**src/rtl/d7_pkg.sv**
```systemverilog
// Shared types and seven-segment character codes for the d7 scan controller.
// Cathode codes are active-low {dp,g,f,e,d,c,b,a}.
package d7_pkg;
    localparam logic [7:0] CHAR_BLANK = 8'hFF;
    localparam logic [7:0] CHAR_U     = 8'b1100_0001;
    localparam logic [7:0] CHAR_L     = 8'b1100_0111;
    localparam logic [7:0] CHAR_0     = 8'hC0;
    localparam logic [7:0] CHAR_1     = 8'hF9;
    localparam logic [7:0] CHAR_2     = 8'hA4;
    localparam logic [7:0] CHAR_3     = 8'hB0;
    localparam logic [7:0] CHAR_4     = 8'h99;
    localparam logic [7:0] CHAR_5     = 8'h92;
    localparam logic [7:0] CHAR_6     = 8'h82;
    localparam logic [7:0] CHAR_7     = 8'hF8;
    localparam logic [7:0] CHAR_8     = 8'h80;
    localparam logic [7:0] CHAR_9     = 8'h90;

    typedef enum logic {BLANK, SHOW} state_t;
endpackage

```
**src/rtl/d7_char_buffer.sv**
```systemverilog
// Shadow/active character storage: requesters write the shadow copy, and the
// whole shadow is copied to the active copy on commit. Reads come from active.
module d7_char_buffer
    import d7_pkg::*;
#(
    parameter int N_DIGITS = 8,
    parameter int IW       = $clog2(N_DIGITS)
) (
    input  logic          clk,
    input  logic          reset_n,
    input  logic          wr_en,
    input  logic [IW-1:0] wr_addr,
    input  logic [7:0]    wr_data,
    input  logic          commit,
    input  logic [IW-1:0] rd_idx,
    output logic [7:0]    rd_data
);
    logic [N_DIGITS-1:0][7:0] shadow;
    logic [N_DIGITS-1:0][7:0] active;

    // A write landing on the commit edge only reaches shadow; active takes the
    // pre-write shadow because both are non-blocking updates on the same edge.
    always_ff @(posedge clk) begin
        if (!reset_n) begin
            shadow <= {N_DIGITS{CHAR_BLANK}};
            active <= {N_DIGITS{CHAR_BLANK}};
        end else begin
            if (commit)
                active <= shadow;
            if (wr_en)
                shadow[wr_addr] <= wr_data;
        end
    end

    assign rd_data = active[rd_idx];
endmodule

```
**src/rtl/d7_scan_controller.sv**
```systemverilog
// Eight-digit seven-segment scan controller with blanking gaps and
// frame-aligned commit. Optional brightness control under D7_SCAN_DIMMING_EN.
module d7_scan_controller
    import d7_pkg::*;
#(
    parameter int N_DIGITS     = 8,
    parameter int PRESCALE     = 100000,
    parameter int BLANK_CYCLES = 100,
    parameter int IW           = $clog2(N_DIGITS)
) (
    input  logic                clk,
    input  logic                reset_n,
    input  logic                wr_en,
    input  logic [IW-1:0]       wr_addr,
    input  logic [7:0]          wr_data,
    input  logic                commit_req,
    output logic                commit_ack,
    input  logic [N_DIGITS-1:0] digit_en,
`ifdef D7_SCAN_DIMMING_EN
    input  logic [3:0]          brightness,
`endif
    output logic                frame_sync,
    output logic [N_DIGITS-1:0] d7_anodes,
    output logic [7:0]          d7_cathodes
);
    localparam int SW = $clog2(PRESCALE);
    localparam int BW = $clog2(BLANK_CYCLES + 1);
    localparam logic [SW-1:0] SHOW_LAST  = SW'(PRESCALE - 1);
    localparam logic [BW-1:0] BLANK_LAST = BW'(BLANK_CYCLES - 1);
    localparam logic [IW-1:0] IDX_LAST   = IW'(N_DIGITS - 1);

    state_t              state, state_n;
    logic [IW-1:0]       idx, idx_n;
    logic [SW-1:0]       show_cnt, show_n;
    logic [BW-1:0]       blank_cnt, blank_n;
    logic                wrap;
    logic                lit;
    logic [7:0]          rd_data;
    logic [N_DIGITS-1:0] anode_n;
    logic [7:0]          cath_n;

    always_comb begin
        state_n = state;
        idx_n   = idx;
        show_n  = show_cnt;
        blank_n = blank_cnt;
        wrap    = 1'b0;
        case (state)
            BLANK: begin
                if (blank_cnt == BLANK_LAST) begin
                    state_n = SHOW;
                    blank_n = '0;
                end else begin
                    blank_n = blank_cnt + 1'b1;
                end
            end
            SHOW: begin
                if (show_cnt == SHOW_LAST) begin
                    state_n = BLANK;
                    show_n  = '0;
                    wrap    = (idx == IDX_LAST);
                    idx_n   = wrap ? '0 : idx + 1'b1;
                end else begin
                    show_n = show_cnt + 1'b1;
                end
            end
            default: ;
        endcase
    end

`ifdef D7_SCAN_DIMMING_EN
    logic [3:0] bright_q;

    // show_n is 0 on entry to SHOW, so the stale bright_q never matters there.
    always_comb lit = (int'(show_n) < (int'(bright_q) + 1) * (PRESCALE / 16));

    always_ff @(posedge clk) begin
        if (!reset_n)
            bright_q <= '0;
        else if (state == BLANK && state_n == SHOW)
            bright_q <= brightness;
    end
`else
    always_comb lit = 1'b1;
`endif

    // Outputs are decoded from the next state so they line up with it once registered.
    always_comb begin
        anode_n = '0;
        cath_n  = CHAR_BLANK;
        if (state_n == SHOW && digit_en[idx_n]) begin
            cath_n = rd_data;
            if (lit)
                anode_n[idx_n] = 1'b1;
        end
    end

    always_ff @(posedge clk) begin
        if (!reset_n) begin
            state       <= BLANK;
            idx         <= '0;
            show_cnt    <= '0;
            blank_cnt   <= '0;
            d7_anodes   <= '0;
            d7_cathodes <= CHAR_BLANK;
            commit_ack  <= 1'b0;
            frame_sync  <= 1'b0;
        end else begin
            state       <= state_n;
            idx         <= idx_n;
            show_cnt    <= show_n;
            blank_cnt   <= blank_n;
            d7_anodes   <= anode_n;
            d7_cathodes <= cath_n;
            commit_ack  <= wrap && commit_req;
            frame_sync  <= wrap;
        end
    end

    d7_char_buffer #(.N_DIGITS(N_DIGITS), .IW(IW)) u_buf (
        .clk     (clk),
        .reset_n (reset_n),
        .wr_en   (wr_en),
        .wr_addr (wr_addr),
        .wr_data (wr_data),
        .commit  (wrap && commit_req),
        .rd_idx  (idx_n),
        .rd_data (rd_data)
    );
endmodule

```
**config.mk**
```make
export PLATFORM = sky130hd
export DESIGN_NAME = d7_scan_controller
export DESIGN_NICKNAME = d
export VERILOG_FILES = /design/src/rtl/d7_pkg.sv /design/src/rtl/d7_char_buffer.sv /design/src/rtl/d7_scan_controller.sv
export SDC_FILE = /design/constraint.sdc
export NUM_CORES = 1
export LEC_CHECK = 0
export ABC_AREA = 1
export CAP_MARGIN = 30
export CORE_MARGIN = 2
export CORE_UTILIZATION = 57
export DETAILED_ROUTE_END_ITERATION = 8
export PLACE_DENSITY = 0.77
export SYNTH_ARGS = -nofsm -noshare
export SYNTH_HDL_FRONTEND = slang
export SYNTH_SLANG_ARGS = --single-unit
```
**constraint.sdc**
```tcl
create_clock -name clk -period 2.18 [get_ports clk]
set_input_delay 0.327 -clock clk [delete_from_list [all_inputs] [get_ports clk]]
set_output_delay 0.327 -clock clk [all_outputs]
set_load 0.01 [all_outputs]
```
==> flow_summary_export.csv, run 1 <==
group,metric,value,unit
synthesis,synth.distinct_cells,37,
synthesis,syn-num-nets,1038,
route,post_drt_via_cell_ratio,5.690,
finish,drive_gt1_frac,0.1381,
floorplanning,die_area,0.01398,mm2
synthesis,synth_edf_count,0,
route,dr.pass1.iters,5,
timing,maxSlewHeadroom,0.6057,
synthesis,netlist_top_cells_count,"nand2_1, dfxtp_1, nand3_1",
timing,finalHoldViolCount,0,
cts,cts.clk_slew.worst_paths,0.06,ns
floorplanning,fp.dieW,118.3,um
timing,worstMarginPinSlew,0.5915,ns
placement,gp_congestion,0.8736,
finish,multi_input_area,0.003492,mm2
cts,htree_levels,4,
cts,clockBufferDepth,2,
grt,grt_pass1_wl,31.81,mm
synthesis,synth_top_area_frac,0.4681,
power,seqPwrFrac,0.461,
timing,skew,0.01314,ns
synthesis,synth_async_sr_flop_share,0,
setup_path,cp.required,2.50,ns
route,drc_errors,0,
finish,fill_cells,986,
power,p_clk_frac,0.504,
floorplanning,initial_core_util,0.5872,
synthesis,syn_area,0.007441,mm2
setup_path,worstPathArrival,2.43,ns
synthesis,syn_inst,1011,
floorplanning,die_h,118.3,um
placement,dpl_cell_area,0.008100,mm2
run_status,status,"complete, no violations",
cts,tritoncts,"done",
synthesis,avgSynthCellArea,7.360,um2
power,ir_worst_vdd,672.1,uV
setup_path,crit_path_end_kind,"flip-flop",
route,vias,7078,
route,wl,21.15,mm
timing,finalCritPeriodShare,0.9700,
synthesis,synth-main-ff-cell,"dfxtp_1",
placement,dp_cells,1193,
setup_path,critPathMaxFanout,8,
setup_path,start_kind,"flip-flop",
grt,grt.overflow.total,0,
finish,insertedDiodeCount,0,
route,drt_iter0_drc,796,
finish,area_delta_synth_final,22.58,%
grt,grt_pass1_vias,6251,
cts,clk_latency,0.44,ns
timing,fmax,472.9,MHz
placement,hpwlAfterDp,12.06,mm
grt,grt_use_total,0.2827,
synthesis,synth_warnings,0,
synthesis,synth_seq_cells,174,
power,leakagePower,4.466,nW
synthesis,synth_area_leaders,"dfxtp_1, nand2_1, nand3_1",
placement,port-buffer-count,40,
floorplanning,io_pins,41,
timing,finalSetupViolCount,0,
finish,fin_cells,1244,
finish,fin_area,0.009121,mm2
cts,cts.sinks,174,
power,power.density,773.5,mW/mm2
floorplanning,row_count,41,
synthesis,synth_area_leader_cell,"dfxtp_1",
floorplanning,core-area,0.01267,mm2
synthesis,yosysMostFrequentCell,"nand2_1",
finish,seq_area,0.003486,mm2
power,comb_power_share,0.036,
timing,hold_ws,0.2597,ns
worst_hold_path,hold_class,"primary input to flip-flop",
cts,postCtsHoldBufs,0,
grt,grt_max_degree,129,
cts,cts_root_buffer,"clkbuf_16",
setup_path,crit_type,"flip-flop to flip-flop",
grt,antenna_found_initial,0,
route,ant_nets,0,
run,cap_violations,0,
power,power.internal,0.005581,W
timing,finalMaxSlewViolations,0,
timing,min_period,2.115,ns
power,swShare,0.2090,
synthesis,ys_seq_area_frac,0.4681,
cts,cts_made_buffers,17,
power,p_sw,0.001474,W
route,wire_per_inst,17.00,um
finish,nets,1086,
-- flip-flops by register name, summed over array words and instances, names as in the netlist, 3 cells and up --
name,count
show_cnt,17
d7_cathodes,8
u_buf.active,64
idx,3
u_buf.shadow,64
blank_cnt,7
d7_anodes,8
-- logic make-up after synthesis --
group / count (synthesis) / share of synthesized area
adder cells (fa/ha/maj): 4 / 0.006726
AND/OR/NAND/NOR: 630 / 0.3899
buffers and inverters: 143 / 0.07634
XOR/XNOR: 8 / 0.009417
AO/OA/AOI/OAI: 52 / 0.04944
flip-flops: 174 / 0.4681
-- power by group through the flow --
stage | registers (W) | clock network [W] | logic [W]
final | 0.00325 | 0.00355 | 0.000252
after global routing | 0.00325 | 0.00370 | 0.000278
after CTS | 0.00325 | 0.00356 | 0.000247
after detailed placement | 0.00332 | 0 | 0.000244
after global placement | 0.00332 | 0 | 0.000242
after floorplan | 0.00331 | 0 | 0.000146
-- routing by layer --
metal / up-vias / global-route usage / part of all wire
li1: 3385 / - / -
met1: 3288 / 0.3917 / 0.42
met4: 0 / 0.08660 / 0.029
met5: - / 0 / 0
met3: 55 / 0.05212 / 0.087
met2: 350 / 0.4487 / 0.47
-- worst paths after layout --
check                        end  cells past startpoint          from  slack (ns)
setup / recovery  d7_cathodes[5]                     16   show_cnt[1]        0.07
hold / removal      blank_cnt[2]                      3       reset_n        0.26
setup reg to reg  d7_cathodes[5]                     16   show_cnt[1]        0.07
hold reg to reg     show_cnt[10]                      2  show_cnt[10]        0.45
-- per-stage QoR --
step,setup slack (ns),power [W],utilization,setup TNS (ns)
2_1_floorplan,0.2503,0.003459,-,0
3_3_place_gp,0.1025,0.003560,0.6393,0
3_5_place_dp,0.03857,0.003564,0.6393,0
4_1_cts,0.01040,0.007055,0.6944,0
5_1_grt,-0.07445,0.007227,0.7199,-0.2990
6_report,0.06532,0.007055,0.7199,0
-- critical path, stage by stage, from the launching register on --
cell	delay, ns
dfxtp_2	0.36
ha_4	0.14
nand2_2	0.07
inv_2	0.05
nand2_2	0.05
nor2_4	0.20
nand4_4	0.26
buf_6	0.23
buf_6	0.14
nand3_1	0.10
nand2_1	0.07
nand2_1	0.06
nand2_1	0.05
nand2_1	0.05
nand2_1	0.05
inv_1	0.06
nand2_2	0.05
-- timing repair --
item,CTS,global route
buffers inserted,0,10
pin swaps,0,11
resized for setup,2,25
endpoints found under the setup margin,1,17
gates cloned,0,9
-- cell type report --
type                            instances  area share
Clock buffer                           18     0.04705
Multi-Input combinational cell        695      0.3829
Sequential cell                       174      0.3822
Inverter                               77     0.03196
Clock inverter                         14     0.02881
Timing Repair Buffer                   94      0.1036
Tap cell                              172     0.02359
-- cells in the final DEF (no fill, tap or decap), types with 7 or more instances in the layout --
master,n
nand4_1,48
nand2_1,340
xor2_1,8
nor2_1,45
nand2_2,17
o211ai_1,42
bufinv_16,7
nor2_2,11
nor3_1,10
buf_4,41
clkbuf_16,21
inv_1,67
nand3_1,130
clkdlybuf4s50_1,39
inv_2,8
dfxtp_1,172
Power figures use the tool's default switching activity.
==> run 2, diff against run 1 <==
- HOLD_SLACK_MARGIN: not set -> 0.05
==> results of run 2 <==
No change in the layout: final DEF, timing and power equal those of run 1.
==> run 3, diff against run 2 <==
- CORE_UTILIZATION: 57 -> 54
- PLACE_DENSITY: 0.77 -> 0.76
- clock period: 2.18 -> 1.9 ns (I/O delays scaled with it)
==> run 3 against run 2 <==
  * Flip-flop and latch count unchanged
  * First-iteration DRC count increased by 51%
  * Cell area grew 13%
  * Setup slack worse by 0.39 ns
  * The flow now finishes with violations (negative setup slack)
  * Final cell count grew 3.3%
  * Register-to-register slack worse by 0.39 ns
  * Combinational power grew 23%
  * Via count is 8.0% higher
  * Power up 15%
  * Maximum frequency shrank 5.1%
  * Clock skew shrank 0.0013 ns
==> flow_summary_export.csv, run 3 (same netlist as run 1, synthesis figures left out) <==
group,metric,value,unit
run_status,status,"finished with violations",
run_status,failed_checks,"negative setup slack",
setup_path,path_buf_inv,3,
timing,finalSetupViolCount,79,
cts,cts.clk_slew.worst_paths,0.07,ns
route,dr.pass1.iters,8,
timing,min_period,2.229,ns
worst_hold_path,hold_class,"primary input to flip-flop",
finish,reg_top3,"u_buf.active x64, u_buf.shadow x64, show_cnt x17",
finish,drive_gt1_frac,0.2588,
floorplanning,io_pins,41,
cts,tritoncts,"done",
route,post_drt_via_cell_ratio,5.949,
floorplanning,die_area,0.01473,mm2
finish,insertedDiodeCount,0,
floorplanning,fp.dieW,121.4,um
setup_path,start_kind,"flip-flop",
finish,nets,1123,
run,cap_violations,0,
grt,grt_max_degree,129,
route,vias,7645,
placement,gp_congestion,0.9004,
grt,grt_pass1_wl,32.86,mm
floorplanning,row_count,42,
timing,skew,0.01189,ns
finish,final_cell_mix,"nand2_1, dfxtp_1, nand3_1",
route,wire_per_inst,19.37,um
floorplanning,core-area,0.01335,mm2
setup_path,critPathMaxFanout,6,
timing,finalMaxSlewViolations,0,
power,ir_worst_vdd,767.0,uV
timing,fmax,448.5,MHz
floorplanning,initial_core_util,0.5575,
timing,setup_slack,-0.3294,ns
setup_path,path_cells,"ha_4, nand2_4, inv_2, nand2_2, nor2_4, nand3_4, nand2_8, nand2_8, buf_12, nand2_1, nand2_1, nand2_1, nand2_1, nand2_1, nand2_1, inv_1, nand2_2",
finish,area_delta_synth_final,38.07,%
cts,clockBufferDepth,2,
floorplanning,die_h,121.4,um
grt,grt_use_total,0.2852,
setup_path,cp.required,2.21,ns
setup_path,crit_path_end_kind,"flip-flop",
setup_path,cp_top_family,"simple AND/OR/NAND/NOR gates",
finish,final_common_cell,"nand2_1",
timing,worstMarginPinSlew,0.6929,ns
power,leakagePower,4.818,nW
timing,maxSlewHeadroom,0.5381,
route,drt_iter0_drc,1201,
cts,clk_latency,0.44,ns
grt,antenna_found_initial,0,
route,wl,24.89,mm
timing,finalCritPeriodShare,1.173,
timing,grt_setup_unrepaired,"true",
grt,grt.overflow.total,0,
power,p_total,0.008144,W
cts,cts_root_buffer,"clkbuf_16",
cts,cts.sinks,174,
cts,cts_made_buffers,17,
cts,htree_levels,4,
setup_path,cp_slowest_cell,"dfxtp_2",
cts,postCtsHoldBufs,0,
setup_path,crit_path_frequent_cell,"nand2_1",
timing,finalHoldViolCount,0,
placement,pre_cts_slack,-0.09373,ns
placement,port-buffer-count,40,
setup_path,worstPathArrival,2.54,ns
placement,hpwlAfterDp,12.11,mm
power,power.density,792.7,mW/mm2
grt,grt_pass1_vias,6569,
route,ant_nets,0,
setup_path,crit_type,"flip-flop to flip-flop",
setup_path,max_stage_delay,0.35,ns
route,drc_errors,0,
## run 3: cell count changes in the layout (fill, tap and decap cells not counted), moves of 3 or more
cell,change
nand2_4,+30
nand3_2,+34
nor2_4,+3
buf_16,+5
nand3_1,-35
clkbuf_8,+3
clkbuf_16,+6
nand2_2,+29
buf_12,+9
nand2_1,-59
buf_4,+15
## run 3: path summary, 6_finish.rpt
path                            slack [ns]             end          from  depth (start not counted)
worst min register to register        0.45    show_cnt[10]  show_cnt[10]                          2
worst min-delay path                  0.21           state       reset_n                          3
worst max-delay path                 -0.33  d7_cathodes[2]   show_cnt[0]                         17
worst max register to register       -0.33  d7_cathodes[2]   show_cnt[0]                         17
## run 3: what timing repair did
item                       CTS  global route
resized for setup           22           158
pin swaps                   12            39
setup buffers                8             6
setup endpoints to repair   63            85
cloned                       5            12
## run 3: area by class of cell
type                       count  area, um2
multi-input combinational    695       4029
tap                          176      220.2
inverter                      77      296.5
timing repair buffer         131       1548
fill                         834       3074
sequential                   174       3486
clock buffer                  20      466.7
clock inverter                12      227.7
## run 3: where the power goes
group / total, W / leakage (nW) / internal (W) / switching, W
combinational: 0.000310 / 3.07 / 0.000103 / 0.000207
clock: 0.00411 / 0.338 / 0.00259 / 0.00152
sequential: 0.00373 / 1.41 / 0.00370 / 0.0000296
## run 3: per-stage QoR
stage          hold WS, ns  cells  instance area [um2]  TNS (ns)    util
3_3_place_gp        0.4325   1224                 8388   -0.4857  0.6284
5_1_grt             0.2260   1285                10270    -15.10  0.7697
2_1_floorplan       0.4231   1011                 7458         0       -
4_1_cts             0.1998   1269                 9363    -1.136  0.7014
3_5_place_dp        0.4385   1224                 8388    -1.361  0.6284
6_report            0.2126   1285                10270    -9.187  0.7697
## run 3: worst min-delay path, cell delays in order
cell	delay (ns)
buf_4	0.14
nand2_1	0.09
nor2_1	0.07
## run 3: routing by layer
layer	GRT usage	vias up	routed length, um
met5	0	-	0
met4	0.09770	0	1355
met3	0.06109	125	2539
met2	0.4635	495	11580
met1	0.3767	3554	9410
li1	-	3471	-
